[src/rtl/rx_tx_pkg.sv]
// rtl/rx_tx_pkg.sv - shared Ethernet framing constants, state type and CRC-32 byte update
package rx_tx_pkg;

  localparam int DATA_WIDTH = 8;
  localparam int BYTE_CNT_W = 11;

  localparam logic [7:0]  PREAMBLE_BYTE        = 8'h55;
  localparam logic [7:0]  SFD_BYTE             = 8'hD5;
  localparam int          MIN_FRAME_SIZE       = 64;
  localparam int          MAX_FRAME_SIZE       = 1518;
  localparam logic [31:0] CRC32_POLY_REFLECTED = 32'hEDB88320;
  localparam logic [31:0] CRC32_INIT           = 32'hFFFFFFFF;

  typedef enum logic [2:0] {
    IDLE,
    PREAMBLE,
    SFD,
    DATA,
    PAD,
    FCS,
    DRAIN,
    IFG
  } tx_state_t;

  // Reflected CRC-32: fold one byte in LSB first, shifting right once per bit.
  function automatic logic [31:0] crc32_byte(input logic [31:0] crc, input logic [7:0] data);
    logic [31:0] c;
    c = crc ^ {24'h000000, data};
    for (int i = 0; i < 8; i++) begin
      c = c[0] ? ((c >> 1) ^ CRC32_POLY_REFLECTED) : (c >> 1);
    end
    return c;
  endfunction

endpackage

[src/rtl/eth_tx_framer_rst_sync.sv]
// rtl/eth_tx_framer_rst_sync.sv - async-assert, sync-deassert reset synchronizer
module eth_tx_framer_rst_sync (
  input  logic i_clk,
  input  logic i_rst_n,
  output logic o_rst_n
);

  logic [1:0] r_sync;

  // Reset asserts immediately; release ripples through two flops before reaching the core.
  always_ff @(posedge i_clk or negedge i_rst_n) begin
    if (!i_rst_n) begin
      r_sync <= 2'b00;
    end else begin
      r_sync <= {r_sync[0], 1'b1};
    end
  end

  assign o_rst_n = r_sync[1];

endmodule

[src/rtl/eth_tx_framer.sv]
// rtl/eth_tx_framer.sv - Ethernet transmit framer: preamble, SFD, payload, pad, FCS, IFG
module eth_tx_framer #(
  parameter int IFG_BYTES  = 12,
  parameter int DATA_WIDTH = rx_tx_pkg::DATA_WIDTH
) (
  input  logic                  clk,
  input  logic                  rst_n_in,
  input  logic [DATA_WIDTH-1:0] s_data,
  input  logic                  s_valid,
  input  logic                  s_last,
  output logic                  s_ready,
  output logic [DATA_WIDTH-1:0] tx_data,
  output logic                  tx_en,
  output logic                  tx_er,
  output logic                  frame_done,
  output logic                  err_pulse
);

  import rx_tx_pkg::*;

  localparam int AUX_W = (IFG_BYTES > 8) ? ($clog2(IFG_BYTES) + 1) : 4;
  localparam logic [BYTE_CNT_W-1:0] PAD_LIMIT      = BYTE_CNT_W'(MIN_FRAME_SIZE - 4);
  localparam logic [BYTE_CNT_W-1:0] OVERSIZE_LIMIT = BYTE_CNT_W'(MAX_FRAME_SIZE - 4);
  localparam logic [AUX_W-1:0]      PRE_LAST       = AUX_W'(6);
  localparam logic [AUX_W-1:0]      FCS_LAST       = AUX_W'(3);
  localparam logic [AUX_W-1:0]      IFG_LAST       = AUX_W'(IFG_BYTES - 1);

  logic                  w_rst_n;
  tx_state_t             r_state;
  tx_state_t             w_state_nxt;
  logic [BYTE_CNT_W-1:0] r_byte_cnt;
  logic [BYTE_CNT_W-1:0] w_byte_cnt_nxt;
  logic [BYTE_CNT_W-1:0] w_byte_cnt_inc;
  logic [AUX_W-1:0]      r_aux_cnt;
  logic [AUX_W-1:0]      w_aux_cnt_nxt;
  logic [31:0]           r_crc;
  logic [31:0]           w_crc_nxt;
  logic [31:0]           w_fcs_shift;
  logic [DATA_WIDTH-1:0] r_tx_data;
  logic [DATA_WIDTH-1:0] w_tx_data_nxt;
  logic                  r_tx_en;
  logic                  w_tx_en_nxt;
  logic                  r_tx_er;
  logic                  w_tx_er_nxt;
  logic                  r_err_pulse;
  logic                  w_err_nxt;
  logic                  r_fcs_last;
  logic                  w_fcs_last_nxt;
  logic                  r_frame_done;
  logic                  w_s_ready;

  eth_tx_framer_rst_sync u_rst_sync (
    .i_clk   (clk),
    .i_rst_n (rst_n_in),
    .o_rst_n (w_rst_n)
  );

  assign w_byte_cnt_inc = (r_byte_cnt == '1) ? r_byte_cnt : (r_byte_cnt + BYTE_CNT_W'(1));
  assign w_fcs_shift    = (~r_crc) >> {r_aux_cnt[1:0], 3'b000};

  // Next state and the byte to register onto the PHY bus this clock.
  always_comb begin
    w_state_nxt    = r_state;
    w_byte_cnt_nxt = r_byte_cnt;
    w_aux_cnt_nxt  = r_aux_cnt;
    w_crc_nxt      = r_crc;
    w_tx_data_nxt  = '0;
    w_tx_en_nxt    = 1'b0;
    w_tx_er_nxt    = 1'b0;
    w_err_nxt      = 1'b0;
    w_fcs_last_nxt = 1'b0;
    w_s_ready      = 1'b0;
    case (r_state)
      IDLE: begin
        if (s_valid) begin
          w_state_nxt   = PREAMBLE;
          w_tx_en_nxt   = 1'b1;
          w_tx_data_nxt = PREAMBLE_BYTE;
          w_aux_cnt_nxt = AUX_W'(1);
        end
      end
      PREAMBLE: begin
        w_tx_en_nxt   = 1'b1;
        w_tx_data_nxt = PREAMBLE_BYTE;
        w_aux_cnt_nxt = r_aux_cnt + AUX_W'(1);
        if (r_aux_cnt == PRE_LAST) begin
          w_state_nxt = SFD;
        end
      end
      SFD: begin
        w_tx_en_nxt    = 1'b1;
        w_tx_data_nxt  = SFD_BYTE;
        w_crc_nxt      = CRC32_INIT;
        w_byte_cnt_nxt = '0;
        w_aux_cnt_nxt  = '0;
        w_state_nxt    = DATA;
      end
      DATA: begin
        w_s_ready = 1'b1;
        if (s_valid) begin
          w_tx_en_nxt    = 1'b1;
          w_tx_data_nxt  = s_data;
          w_crc_nxt      = crc32_byte(r_crc, s_data);
          w_byte_cnt_nxt = w_byte_cnt_inc;
          if (s_last) begin
            w_state_nxt = (w_byte_cnt_inc < PAD_LIMIT) ? PAD : FCS;
          end else if (w_byte_cnt_inc == OVERSIZE_LIMIT) begin
            w_tx_er_nxt = 1'b1;
            w_err_nxt   = 1'b1;
            w_state_nxt = DRAIN;
          end
        end else begin
          // Source ran dry mid-frame: poison the frame on the wire and abandon it.
          w_tx_en_nxt = 1'b1;
          w_tx_er_nxt = 1'b1;
          w_err_nxt   = 1'b1;
          w_state_nxt = IFG;
        end
      end
      PAD: begin
        w_tx_en_nxt    = 1'b1;
        w_crc_nxt      = crc32_byte(r_crc, 8'h00);
        w_byte_cnt_nxt = w_byte_cnt_inc;
        if (w_byte_cnt_inc == PAD_LIMIT) begin
          w_state_nxt = FCS;
        end
      end
      FCS: begin
        w_tx_en_nxt   = 1'b1;
        w_tx_data_nxt = w_fcs_shift[7:0];
        w_aux_cnt_nxt = r_aux_cnt + AUX_W'(1);
        if (r_aux_cnt == FCS_LAST) begin
          w_aux_cnt_nxt  = '0;
          w_fcs_last_nxt = 1'b1;
          w_state_nxt    = IFG;
        end
      end
      DRAIN: begin
        w_s_ready = 1'b1;
        if (s_valid && s_last) begin
          w_state_nxt = IFG;
        end
      end
      IFG: begin
        w_aux_cnt_nxt = r_aux_cnt + AUX_W'(1);
        if (r_aux_cnt == IFG_LAST) begin
          w_aux_cnt_nxt = '0;
          w_state_nxt   = IDLE;
        end
      end
      default: begin
        w_state_nxt = IDLE;
      end
    endcase
  end

  // State register.
  always_ff @(posedge clk or negedge w_rst_n) begin
    if (!w_rst_n) begin
      r_state <= IDLE;
    end else begin
      r_state <= w_state_nxt;
    end
  end

  // Counters, CRC and registered PHY outputs; frame_done trails the last FCS byte by one clock.
  always_ff @(posedge clk or negedge w_rst_n) begin
    if (!w_rst_n) begin
      r_byte_cnt   <= '0;
      r_aux_cnt    <= '0;
      r_crc        <= CRC32_INIT;
      r_tx_data    <= '0;
      r_tx_en      <= 1'b0;
      r_tx_er      <= 1'b0;
      r_err_pulse  <= 1'b0;
      r_fcs_last   <= 1'b0;
      r_frame_done <= 1'b0;
    end else begin
      r_byte_cnt   <= w_byte_cnt_nxt;
      r_aux_cnt    <= w_aux_cnt_nxt;
      r_crc        <= w_crc_nxt;
      r_tx_data    <= w_tx_data_nxt;
      r_tx_en      <= w_tx_en_nxt;
      r_tx_er      <= w_tx_er_nxt;
      r_err_pulse  <= w_err_nxt;
      r_fcs_last   <= w_fcs_last_nxt;
      r_frame_done <= r_fcs_last;
    end
  end

  assign s_ready    = w_s_ready;
  assign tx_data    = r_tx_data;
  assign tx_en      = r_tx_en;
  assign tx_er      = r_tx_er;
  assign err_pulse  = r_err_pulse;
  assign frame_done = r_frame_done;

endmodule

[config.mk]
export PLATFORM = sky130hd
export DESIGN_NAME = eth_tx_framer
export DESIGN_NICKNAME = d
export VERILOG_FILES = /design/src/rtl/rx_tx_pkg.sv /design/src/rtl/eth_tx_framer_rst_sync.sv /design/src/rtl/eth_tx_framer.sv
export SDC_FILE = /design/constraint.sdc
export NUM_CORES = 1
export LEC_CHECK = 0
export ABC_CLOCK_PERIOD_IN_PS = 2050
export BUFFER_PORTS_ARGS = -buffer_cell sky130_fd_sc_hd__clkbuf_2
export CORE_ASPECT_RATIO = 0.75
export CORE_MARGIN = 2
export CORE_UTILIZATION = 32
export CTS_CLUSTER_DIAMETER = 40
export CTS_CLUSTER_SIZE = 28
export DETAILED_ROUTE_END_ITERATION = 10
export PLACE_DENSITY_LB_ADDON = 0.15
export SYNTH_ARGS = -nofsm -noshare
export SYNTH_HDL_FRONTEND = slang
export SYNTH_HIERARCHICAL = 1
export SYNTH_SLANG_ARGS = --single-unit
export TNS_END_PERCENT = 20
[constraint.sdc]
create_clock -name clk -period 2.05 [get_ports clk]
set_input_delay 0.1025 -clock clk [delete_from_list [all_inputs] [get_ports clk]]
set_output_delay 0.1025 -clock clk [all_outputs]
set_load 0.01 [all_outputs]
Yosys cells after proc, flatten, opt, wreduce, memory -nomap -nowiden

Cells that the tools add are included.

Input bits: 12
Word-level logic and storage cells: 110
Output and inout port bits: 13
Flip-flop bits (word level): 65

Bitwise operators: 18
Shift operators: 1
$lt $le $gt $ge: 1
Mux-type cells: 48
Equality and inequality tests: 21
Add/sub/neg operators: 2
Reduce and logical (&&, ||, !) cells: 9

Operators by type and width:

| operator              | number |
|---|---|
| $mux 32               | 17 |
| $not 13->14           | 16 |
| $pmux 32 s3           | 1 |
| $pmux 8 s5            | 1 |
| $pmux 11 s3           | 1 |
| $not 32->32           | 1 |
| $shr 32x5->8          | 1 |
| $xor 32x8->32         | 1 |
| $mux 3                | 9 |
| $pmux 5 s5            | 1 |
| $pmux 3 s8            | 1 |
| $eq 11x11->1 const B  | 2 |
| $mux 11               | 2 |
| $mux 5                | 3 |
| $ne 2x2->1 const B    | 7 |
| $eq 3x3->1 const B    | 4 |
| $add 11x1->11 const B | 1 |
| $eq 11x6->1 const B   | 1 |
| $lt 11x6->1 const B   | 1 |
| $mux 1                | 9 |
| $mux 8                | 1 |
| $mux 7                | 1 |
| $reduce_and 7->1      | 1 |
| $eq 3x2->1 const B    | 2 |
| 14 further kinds      | 15 |

Longest topological paths before layout

Word-level depth: 19
Gate-level depth with buffers: 9

By module

The synthesis kept the hierarchy.

Modules (own cells, without submodules):

| module                 | cells an instance | times used | area an instance (um^2) |
|---|---|---|---|
| eth_tx_framer          | 540               | 1          | 5103.6 |
| eth_tx_framer_rst_sync | 3                 | 1          | 53.8 |

Least setup slack after synthesis

OpenSTA, ideal clock, no wires.

Path kind: flip-flop to flip-flop
Start point: register r_byte_cnt[1]
End point: register r_state[0]
Library setup time: 125 ps
Path buffers: 1
Data required time: 1925 ps
Slack: -219 ps
Data arrival time: 2145 ps
Cell stages (with the launch flop): 9
Path through: dfrtp_1 ha_1 buf_2 nand4_1 or3_1 mux2i_1 nor4b_2 o21ai_1 mux2_2

Word-level cells in the longest chain between the ends: 7
Elaborated cells between the ends (all ways): 13
Classes of those cells: 1 x add/sub; 1 x order compare; 5 x eq/ne; 5 x mux; 1 x reduce/logical

RTL lines:

| item                                          | RTL line             | text |
|---|---|---|
| from (decl)                                   | eth_tx_framer.sv:31  | `logic [BYTE_CNT_W-1:0] r_byte_cnt;` |
| from (signal assigned)                        | eth_tx_framer.sv:179 | `r_byte_cnt <= w_byte_cnt_nxt;` |
| $add 11x1->11 or $eq 11x11->1 (tied branches) | eth_tx_framer.sv:58  | `assign w_byte_cnt_inc = (r_byte_cnt == '1) ? r_byte_cnt : (r_byte_cnt + BYTE_CNT_W'(1));` |
| $mux 11 (*)                                   | eth_tx_framer.sv:58  |  |
| $lt 11x6->1                                   | eth_tx_framer.sv:106 | `w_state_nxt = (w_byte_cnt_inc < PAD_LIMIT) ? PAD : FCS;` |
| $mux 1                                        | eth_tx_framer.sv:106 |  |
| $mux 3                                        | eth_tx_framer.sv:105 | `if (s_last) begin` |
| $mux 3                                        | eth_tx_framer.sv:100 | `if (s_valid) begin` |
| $pmux 3 s8                                    | eth_tx_framer.sv:73  | `case (r_state)` |
| to (signal assigned)                          | eth_tx_framer.sv:162 | `r_state <= w_state_nxt;` |
| to (decl)                                     | eth_tx_framer.sv:29  | `tx_state_t r_state;` |

Mark *: on every way between the ends. The rest lies on a longest branch, timed or not.
A chain may end at the register's enable or synchronous reset.

Final worst setup path

Start point: register r_byte_cnt[0]
End point: register r_state[1]

Word-level cells in the longest chain between the ends: 5
Elaborated cells between the ends (all ways): 8
Classes of those cells: 1 x add/sub; 5 x eq/ne; 1 x mux; 1 x reduce/logical

RTL lines:

| item                                                      | RTL line |
|---|---|
| $add 11x1->11 or $eq 11x11->1 (tied branches)             | eth_tx_framer.sv:58 |
| $mux 11 (*)                                               | eth_tx_framer.sv:58 |
| $eq 11x11->1 or $eq 11x6->1 (tied branches)               | eth_tx_framer.sv:107, eth_tx_framer.sv:124 |
| $ne 4x4->1 (no source line) or $ne 2x2->1 (tied branches) | - |
| $reduce_and 7->1 (no source line) (*)                     | - |

Marked as above.

==> flow_summary.toml <==
[critical_path]
rrSetupSlack_ps = -40
critical-path-slowest-cell = "or3_4"
path_cells = "ha_4 > nand4_1 > or3_4 > mux2i_2 > nor4b_4 > buf_4 > o221ai_1 > a2bb2oi_1"
max_stage_delay_ps = 400
critPathLaunch = "r_byte_cnt[0]$_DFFE_PN0P_"
worst_ep_arrival_time_ps = 2360
cp.depth = 8
critPathBufInv = 1
reg2reg_from = "r_byte_cnt[0]$_DFFE_PN0P_"
crit_fanout = 4
reg2regPathDepth = 8
crit_path_end_kind = "register"
setup.worst_path.end = "r_state[1]$_DFFE_PN0P_"
r2r_end = "r_state[1]$_DFFE_PN0P_"
cp_data_required_time_ps = 2320
criticalPathCategory = "register to register"
cp_top_family = "simple AND/OR/NAND/NOR gates"
start_kind = "register"

[clock_tree]
cts_tree = "built"
cts_sinks = 65
clkLatencyLatePin_ps = 350
root_buffer = "clkbuf_16"
cts.path.max_buffers = 2
numCtsBuffers = 9
htree_levels = 3
path_clk_slew_ps = 60

[sta]
fin_crit_sh_pct = 102
finalClockSkew_ps = 10.9
postLayoutSetupSlackWorst_ps = -41.6
min_period_ps = 2090
hold_viol = 0
finalSetupTns_ps = -41.6
finalMaxSlewViolations = 0
max_freq_mhz = 478
setup_viol = 1
rsz0062_at_grt = "true"

[yosys]
synth_commonest_cells = "xnor2_1, nor2_1, a21oi_1"
synth.area.top_cells = "dfstp_2, dfrtp_1, xnor2_1, xor2_1, nor2_1"
ys_types = 73
yosysMostFrequentCell = "xnor2_1"
syn_area_um2 = 5160
ys.flop_type = "dfrtp_1"
synthCells = 543
synth.largest_area_cell = "dfstp_2"
yosys_warnings = 6
ys_async_sr_fraction_pct = 100
syn_nets = 558
seq_area_frac_synth_pct = 32.3
synth_edf_count = 0
syn_avg_cell_area_um2 = 9.50
synth_top_area_share_pct = 16.3
ys_ff_latch = 65

[pwr]
p_sw_share_pct = 44.9
power_frac_comb_pct = 72.0
power.density_nw_per_um2 = 2200
leakage_nw = 2.73
cell_internal_pwr_w = 0.00809
seq_power_share_pct = 18.1
power_frac_clock_pct = 9.9
switchingPower_w = 0.00661
vdd_drop_max_mv = 0.708

[floorplanning]
die_w_um = 151
start_util_pct = 32.4
coreArea_um2 = 15900
row_count = 40
die_h_um = 114
io_pins = 25
die_area_um2 = 17200

[detailed_routing]
drt_pass1_iterations = 5
drc = 0
vias = 4547
wl_per_cell_um = 19.2
drt_iter0_drc = 236
final_antenna_net_count = 0
wl_um = 16500
vias_per_cell = 5.29

[cells_and_area]
fin_cells = 859
syn2layout_area_growth_pct = 29.8
antenna_cells = 0
drive_above_1_share_pct = 37.4
nets = 659
stdcell_area_um2 = 6690

[place]
dp_hpwl_um = 12000
globalplace.congestion = 0.908
pre_cts_ws_ps = -61.9
dpl.cell_count = 840
portBuffers = 24
placed_cell_area_um2 = 6160

[global_routing]
first_global_vias = 4334
antenna_found_initial = 0
globalRouteOverflowTotal = 0
grt_max_degree = 64
track_usage_pct = 19.9
grt_pass1_wl_um = 25600

[outcome]
run_status = "finished, violations left"
violations = "setup timing"

[worst_hold_path]
hold_path.class = "input port to async pin"

[job]
drv_cap = 0
## metal layers
layer	track usage, %	up-vias	share of wire (%)
met5	0	-	0
met3	5.12	11	7.0
li1	-	2121	-
met4	4.30	0	0.85
met2	27.6	157	42
met1	30.6	2258	50
## power groups by stage
stage	clock [W]	sequential [W]	combinational, W
after detailed placement	0	0.00264	0.0100
after CTS	0.00149	0.00262	0.0102
after global routing	0.00155	0.00271	0.0114
after global placement	0	0.00263	0.00999
after floorplan	0	0.00239	0.00699
final	0.00145	0.00266	0.0106
## worst min-delay path by stage
stage	cells past startpoint	from	to
6_report	2	rst_n_in	u_rst_sync/r_sync[0]$_DFF_PN0_
4_1_cts	2	rst_n_in	u_rst_sync/r_sync[0]$_DFF_PN0_
2_1_floorplan	0	rst_n_in	u_rst_sync/r_sync[0]$_DFF_PN0_
5_1_grt	2	rst_n_in	u_rst_sync/r_sync[0]$_DFF_PN0_
3_3_place_gp	1	rst_n_in	u_rst_sync/r_sync[0]$_DFF_PN0_
3_5_place_dp	1	rst_n_in	u_rst_sync/r_sync[0]$_DFF_PN0_
## state kept, by name, summed over array words and instances (netlist names), 2 cells and up
signal / flops
r_state: 3
r_crc: 32
r_byte_cnt: 11
r_aux_cnt: 5
tx_data: 8
u_rst_sync/r_sync: 2
## worst register-to-register path, cell delays in order (launching register included)
cell       delay (ps)
dfrtp_1           390
ha_4              170
nand4_1           140
or3_4             400
mux2i_2           180
nor4b_4           300
buf_4             160
o221ai_1          110
a2bb2oi_1         180
## repair_timing
| item | CTS | global route |
|---|---|---|
| gates resized for setup | 5 | 36 |
| hold endpoints to repair | 2 | 0 |
| pin swaps | 1 | 6 |
| gates cloned | 0 | 0 |
| setup endpoints to repair | 6 | 18 |
| hold buffers | 1 | 0 |
| setup buffers | 1 | 1 |
## cell type report
cell class,count,area (µm²)
Clock buffer,9,225
Clock inverter,7,46.3
Fill cell,1565,9220
Inverter,7,26.3
Multi-Input combinational cell,427,3460
Sequential cell,65,1670
Tap cell,210,263
Timing Repair Buffer,134,1010
## per-stage QoR
stage                     hold slack [ps]  util, %  power [W]
final                                74.4     42.1     0.0147
after global routing                 72.3     42.1     0.0157
after CTS                            64.2     40.7     0.0143
after detailed placement             -109     38.7     0.0127
after global placement               -111     38.7     0.0126
after floorplan                      -193        -    0.00938
## cells in the final DEF (no fill, tap or decap), types with 4 or more instances in the layout
cell type and count:
mux4_2 7, dfrtp_1 32, clkbuf_2 24, a21oi_1 41
xor2_2 5, xnor2_4 9, inv_1 6, nor2b_1 6
nor3_1 5, dfstp_2 32, o221ai_1 6, o22ai_1 8
xnor2_1 73, a221oi_1 4, xor2_1 29, nand2b_1 5
nand2_1 20, nand4_1 5, nor2_1 58, buf_4 103
clkbuf_16 9, buf_12 4, mux2i_1 4, o31ai_1 4
nand3_1 11, o21a_1 7, o21ai_0 31, xnor2_2 4
## kinds of logic after synthesis
kind of cell	count (synthesis)	synth area share [%]
AO/OA/AOI/OAI	145	18.1
XOR/XNOR	124	25.2
adder cells (fa/ha/maj)	3	0.728
buffers and inverters	51	5.29
flip-flops	65	32.3
multiplexers	15	4.95
other	1	0.0727
AND/OR/NAND/NOR	139	13.3
(Power assumes the default switching activity.)
